## config.mk

```make
export PLATFORM = sky130hd
export DESIGN_NAME = dmem_arbiter
export DESIGN_NICKNAME = d
export VERILOG_FILES = /design/src/rtl/dmem_arbiter.sv
export SDC_FILE = /design/constraint.sdc
export NUM_CORES = 1
export LEC_CHECK = 0
export CAP_MARGIN = 20
export CORE_UTILIZATION = 43
export CTS_CLUSTER_SIZE = 40
export DETAILED_ROUTE_END_ITERATION = 6
export PLACE_DENSITY_LB_ADDON = 0.15
export RECOVER_POWER = 25
export SYNTH_ARGS = -nofsm -noshare
export SYNTH_HDL_FRONTEND = slang
export SYNTH_SLANG_ARGS = --single-unit
```

## constraint.sdc

```tcl
create_clock -name clk -period 5.4 [get_ports clk]
set_input_delay 0.54 -clock clk [delete_from_list [all_inputs] [get_ports clk]]
set_output_delay 0.54 -clock clk [all_outputs]
set_load 0.05 [all_outputs]
```

## src/rtl/dmem_arbiter.sv

```systemverilog
// Two-master data-memory arbiter: a loader (write-only) and the CPU share one
// memory port through an IDLE/ISSUE/WAIT/RESP handshake with timeout abort.
module dmem_arbiter #(
  parameter int ADDR_W   = 27,
  parameter int TIMEOUT  = 255,
  parameter int LD_BURST = 4
) (
  input  logic              clk,
  input  logic              rstn,
  input  logic              ld_req,
  input  logic [ADDR_W-1:0] ld_addr,
  input  logic [31:0]       ld_wdata,
  output logic              ld_ack,
  input  logic              cpu_req,
  input  logic              cpu_we,
  input  logic [ADDR_W-1:0] cpu_addr,
  input  logic [31:0]       cpu_wdata,
  output logic [31:0]       cpu_rdata,
  output logic              cpu_done,
  output logic              cpu_stall,
  output logic              mem_sig,
  output logic              mem_we,
  output logic [ADDR_W-1:0] mem_addr,
  output logic [31:0]       mem_wdata,
  input  logic [31:0]       mem_rdata,
  input  logic              mem_finish,
  output logic              err
);

  localparam logic [1:0] S_IDLE  = 2'd0;
  localparam logic [1:0] S_ISSUE = 2'd1;
  localparam logic [1:0] S_WAIT  = 2'd2;
  localparam logic [1:0] S_RESP  = 2'd3;

  localparam logic [7:0] WAIT_LAST = 8'(TIMEOUT - 1);
  localparam logic [3:0] BURST_MAX = 4'(LD_BURST);

  logic [1:0] state_r;
  logic       grant_ld_r;
  logic [3:0] burst_cnt_r;
  logic [7:0] wait_cnt_r;

  logic       pick_ld_s;
  logic       timeout_s;
  logic [3:0] burst_next_s;

  // Grant selection and burst bookkeeping for the next IDLE->ISSUE decision
  always_comb begin
    pick_ld_s    = 1'b0;
    burst_next_s = 4'd0;
    timeout_s    = 1'b0;
    if (ld_req && (!cpu_req || (burst_cnt_r != BURST_MAX))) begin
      pick_ld_s = 1'b1;
    end else begin
      pick_ld_s = 1'b0;
    end
    // Loader streaks only count while the CPU is actually being held off
    if (pick_ld_s && cpu_req) begin
      burst_next_s = (burst_cnt_r >= BURST_MAX) ? BURST_MAX : (burst_cnt_r + 4'd1);
    end else begin
      burst_next_s = 4'd0;
    end
    if ((state_r == S_WAIT) && !mem_finish && (wait_cnt_r == WAIT_LAST)) begin
      timeout_s = 1'b1;
    end else begin
      timeout_s = 1'b0;
    end
  end

  assign cpu_stall = cpu_req & ~cpu_done;

  // Access sequencer: latches the granted request and drives all registered outputs
  always_ff @(posedge clk or negedge rstn) begin
    if (!rstn) begin
      state_r     <= S_IDLE;
      grant_ld_r  <= 1'b0;
      burst_cnt_r <= 4'd0;
      wait_cnt_r  <= 8'd0;
      mem_sig     <= 1'b0;
      mem_we      <= 1'b0;
      mem_addr    <= '0;
      mem_wdata   <= 32'd0;
      cpu_rdata   <= 32'd0;
      ld_ack      <= 1'b0;
      cpu_done    <= 1'b0;
      err         <= 1'b0;
    end else begin
      mem_sig  <= 1'b0;
      ld_ack   <= 1'b0;
      cpu_done <= 1'b0;
      case (state_r)
        S_IDLE: begin
          if (ld_req || cpu_req) begin
            state_r     <= S_ISSUE;
            mem_sig     <= 1'b1;
            grant_ld_r  <= pick_ld_s;
            burst_cnt_r <= burst_next_s;
            if (pick_ld_s) begin
              mem_we    <= 1'b1;
              mem_addr  <= ld_addr;
              mem_wdata <= ld_wdata;
            end else begin
              mem_we    <= cpu_we;
              mem_addr  <= cpu_addr;
              mem_wdata <= cpu_wdata;
            end
          end
        end
        S_ISSUE: begin
          state_r    <= S_WAIT;
          wait_cnt_r <= 8'd0;
        end
        S_WAIT: begin
          if (mem_finish || timeout_s) begin
            state_r  <= S_RESP;
            ld_ack   <= grant_ld_r;
            cpu_done <= ~grant_ld_r;
            if (mem_finish && !grant_ld_r && !mem_we) begin
              cpu_rdata <= mem_rdata;
            end
            // An abort leaves cpu_rdata untouched and flags the error for good
            if (!mem_finish) begin
              err <= 1'b1;
            end
          end else begin
            wait_cnt_r <= wait_cnt_r + 8'd1;
          end
        end
        S_RESP: begin
          state_r <= S_IDLE;
        end
        default: begin
          state_r <= S_IDLE;
        end
      endcase
    end
  end

endmodule
```

## Word-level counts from Yosys, hierarchy flattened

Cells that the tools add are included.
Widths: inputs -> output; s select.

- Add/subtract/negate cells: 2
- Multipliers: 0
- Div/mod/pow operators: 0
- Magnitude comparators: 1
- Eq/ne operators: 8
- Shift-type cells: 0
- Multiplexer cells: 18
- Bitwise gates (word level): 4
- Reduce and logical (&&, ||, !) cells: 20

Operators by type and width:

| operator | number |
|---|---|
| $mux 32 | 1 |
| $mux 27 | 1 |
| $pmux 8 s2 | 1 |
| $mux 1 | 9 |
| $add 8x1->8 const B | 1 |
| $eq 8x8->1 const B | 1 |
| $mux 4 | 2 |
| $mux 8 | 1 |
| $pmux 2 s4 | 1 |
| $logic_and 1x1->1 | 6 |
| $reduce_and 2->1 | 3 |
| $reduce_and 3->1 | 2 |
| $add 4x1->4 const B | 1 |
| $eq 2x2->1 const B | 2 |
| $ge 4x3->1 const B | 1 |
| $logic_not 1->1 | 4 |
| $mux 2 | 2 |
| $ne 2x2->1 const B | 2 |
| $ne 4x3->1 const B | 1 |
| $logic_or 1x1->1 | 3 |
| $not 1->1 | 3 |
| $eq 2x1->1 const B | 1 |
| $logic_not 2->1 | 1 |
| $ne 2x1->1 const B | 1 |
| other kinds (2) | 2 |

- Bits in registers: 111
- Bits in latches: 0
- Bits in writable memories: 0
- ROM bits: 0
- Bits of input ports: 156
- Output and inout port bits: 97
- Word-level logic and storage cells: 65
- Memories kept: 0

## Logic depth before layout (Yosys ltp)

- Depth after elaboration: 7
- Gate-level depth with buffers: 8
- Gate-level depth less buffers: 6

## Worst setup path before layout

OpenSTA, ideal clock, no wires.

- Kind: register to output
- Start point: register cpu_done
- End point: output port cpu_stall
- Arrival: 1318 ps
- Data required time: 4860 ps
- Setup slack: 3542 ps
- Stages on the path, launching flop included: 2
- Path buffers: 0
- Path through: dfrtp_1 > nor2b_1

- Cells in the longest elaborated chain, start to end: 2

Ends and longest elaborated chain:

| what | RTL line | text |
|---|---|---|
| start, declared | 19 | `output logic cpu_done,` |
| start signal, assigned | 117 | `cpu_done <= ~grant_ld_r;` |
| $not 1->1 | 70 | `assign cpu_stall = cpu_req & ~cpu_done;` |
| $and 1x1->1 | 70 |  |
| end, declared | 20 | `output logic cpu_stall,` |

No other way between the ends.

==> flow_summary.json <==
{
  "p_switching_mw": 2.388,
  "dp.cells": 856,
  "htree_num_levels": 3,
  "holdCritPathClass": "register to register",
  "first_global_vias": 4281,
  "final_period_minus_worst_setup_slack_ns": 3.362,
  "setup_violations": 0,
  "synth.lib_cells_used.distinct": 43,
  "period_share": 0.6226,
  "vias_per_cell": 5.056,
  "maximum_vdd_ir_drop_uv": 485.6,
  "route.vias.total": 4424,
  "nFillCells": 848,
  "report.final.slew_viol_count": 69,
  "power.share.combinational": 0.579,
  "slew_headroom": -1.323,
  "grt_antenna_before_repair": 0,
  "cts_buffers": 9,
  "number_of_nets_in_the_finished_design": 893,
  "largest_buffer_count_on_any_clock_path": 2,
  "achievable-frequency_ghz": 0.2975,
  "synth.most_common_cell": "nand2_1",
  "critPathTopFamily": "buffers and inverters",
  "syn_area_per_cell_um2": 9.923,
  "critical_path_peak_fanout": 68,
  "worst_skew_pair.late_latency_ns": 0.35,
  "setup_slack_ns": 2.038,
  "aggregate_routed_wire_length_um": 13650,
  "largest_net_degree_at_the_start_of_global_routing": 88,
  "gp_routability_congestion": 0.8223,
  "ys_ff_latch": 111,
  "synthDominantCellAreaShare": 0.5701,
  "startpoint_type": "input pin",
  "core_area_um2": 10940,
  "grt_remaining_overflow": 0,
  "critical_path.max_stage_delay_ns": 2.42,
  "hold_viol_final": 0,
  "worst_path_max_delay_cell": "clkbuf_1",
  "cells_along_the_critical_path": "clkbuf_1 -> buf_4",
  "worst-endpoint-required_ns": 5.84,
  "cell_internal_pwr_mw": 2.610,
  "power_switching_share": 0.4778,
  "synthesis.nets": 654,
  "track_usage": 0.2300,
  "violations": "capacitance limit, slew limit",
  "synth_top_cell_by_area": "dfrtp_1",
  "synth_enable_flop_cells": 0,
  "final_area_um2": 7810,
  "die_width_um": 108.4,
  "clk_pin_slew_worst_paths_ns": 0.07,
  "yosys_most_used_dff": "dfrtp_1",
  "worst_slew_pin_slew_ns": 3.484,
  "post-cts-setup-buffer-count": 0,
  "syn2layout_area_growth_pct": 60.30,
  "post_synth_top_cells": "nand2_1 (126), dfrtp_1 (111), nor2_1 (65), a31oi_1 (59), mux2_2 (32)",
  "yosysWarningCount": 0,
  "final_cell_count_without_fillers": 875,
  "placementRows": 38,
  "post-route-util": 0.7142,
  "grt_pass1_wl_um": 20560,
  "initial_util": 0.4455,
  "die_height_um": 108.4,
  "finalClockSkew_ns": 0.008452,
  "unrepaired_setup_endpoints_after_global_routing": "no",
  "powerDensity_nw_per_um2": 640.0,
  "avgRoutedWirePerCell_um": 15.60,
  "dr.pass1.iters": 4,
  "sequentialPowerShare": 0.287,
  "cts_repair_resize_count": 0,
  "numPortBuffers": 252,
  "postSynthCellCount": 491,
  "cts_num_sinks": 111,
  "synth.cell_area_um2": 4872,
  "cts-hold-fix-buffers": 0,
  "detailed_place_hpwl_um": 9974,
  "drive_gt1_frac": 0.08571,
  "lkg_pwr_nw": 3.280,
  "detailedPlace.worstSlack_ns": 1.943,
  "detailed_place.area_um2": 7438,
  "totalNegativeSetupSlack_ns": 0,
  "post-route-drc-count": 0,
  "cts-root-buf": "clkbuf_16",
  "cts_tree": "built",
  "num_antenna_cells": 0,
  "arrival_ns": 3.80,
  "path_buf_inv": 2,
  "io_pins": 253,
  "drt.antenna.violating_nets": 0,
  "synth_seq_area_share": 0.5701,
  "drt_iter0_markers": 153,
  "synth-async-reset-ratio": 1.000,
  "cap_viol_max_count": 1,
  "worstSetupPathType": "input pin to async pin",
  "synth_top_cells_by_area": "dfrtp_1 (57%), nand2_1 (9.7%), a31oi_1 (7.6%)",
  "overall_die_area_um2": 11760,
  "endpoint_kind": "async pin",
  "status": "complete, but fails checks",
  "power.share.clock": 0.133
}
==> cells by family after synthesis <==
| family | count (synthesis) | synth area share |
|---|---|---|
| multiplexers | 33 | 0.07627 |
| flip-flops | 111 | 0.5701 |
| adder cells (fa/ha/maj) | 7 | 0.01798 |
| buffers and inverters | 40 | 0.03980 |
| AO/OA/AOI/OAI | 84 | 0.1120 |
| XOR/XNOR | 1 | 0.001798 |
| AND/OR/NAND/NOR | 215 | 0.1821 |
==> final timing paths <==
check | start | end | slack [ns] | depth (start not counted)
worst max-delay path | rstn | mem_wdata[10] | 2.04 | 2
worst min-delay path | err | err | 0.46 | 1
worst max register to register | state_r[0] | mem_wdata[5] | 3.18 | 7
worst min register to register | err | err | 0.46 | 1
max in group clk | cpu_req | cpu_stall | 2.76 | 3
min in group asynchronous | rstn | cpu_rdata[1] | 1.38 | 1
==> power groups by stage <==
stage	clock [mW]	combinational [mW]	sequential, mW
after floorplan	0	0.656	2.67
after global placement	0	2.84	1.44
after detailed placement	0	2.89	1.45
after CTS	0.680	2.90	1.44
after global routing	0.714	3.05	1.49
final	0.667	2.89	1.44
==> flip-flops by register name (all words and copies together) (netlist names) <==
signal	flops
burst_cnt_r	4
cpu_done	1
mem_wdata	32
mem_addr	27
err	1
ld_ack	1
wait_cnt_r	8
grant_ld_r	1
mem_sig	1
state_r	2
cpu_rdata	32
mem_we	1
==> layout make-up <==
cell class / count / area (um2) / area share
inverter: 10 / 38.79 / 0.004966
tap: 140 / 175.2 / 0.02243
clock inverter: 5 / 57.56 / 0.007369
timing repair buffer: 258 / 2614 / 0.3347
sequential: 111 / 2778 / 0.3557
multi-input combinational: 340 / 1904 / 0.2438
clock buffer: 11 / 242.7 / 0.03108
==> layout by cell type, fill, tap and decap left out, types with 2 or more instances in the layout <==
master	synthesis	final
clkinvlp_4	0	3
a31oi_1	59	59
buf_4	1	3
o21ai_0	6	7
dfrtp_1	111	111
inv_1	9	8
clkbuf_16	0	9
a21oi_1	4	4
nand3_1	7	7
ha_1	7	7
a311o_1	2	2
and3_1	2	2
nor2_1	65	65
buf_16	0	2
clkbuf_1	9	2
or3_1	2	2
nor3_1	4	4
mux2_2	32	32
clkdlybuf4s50_1	0	251
clkinv_2	0	2
nand2_1	126	125
==> metal layers <==
metal / wire, um / global-route usage / vias to the layer above
met3: 1085 / 0.06269 / 26
met2: 6910 / 0.4078 / 189
met4: 375 / 0.1004 / 0
li1: - / - / 2149
met5: 0 / 0 / -
met1: 5281 / 0.2576 / 2060
==> through the flow <==
stage | power (mW) | hold slack [ns]
3_5_place_dp | 4.344 | 0.4539
4_1_cts | 5.017 | 0.3164
2_1_floorplan | 3.322 | 0.2444
5_1_grt | 5.250 | 0.4874
6_report | 4.998 | 0.4581
3_3_place_gp | 4.276 | 0.4416
Note: power is estimated with default switching activity, not from simulation.
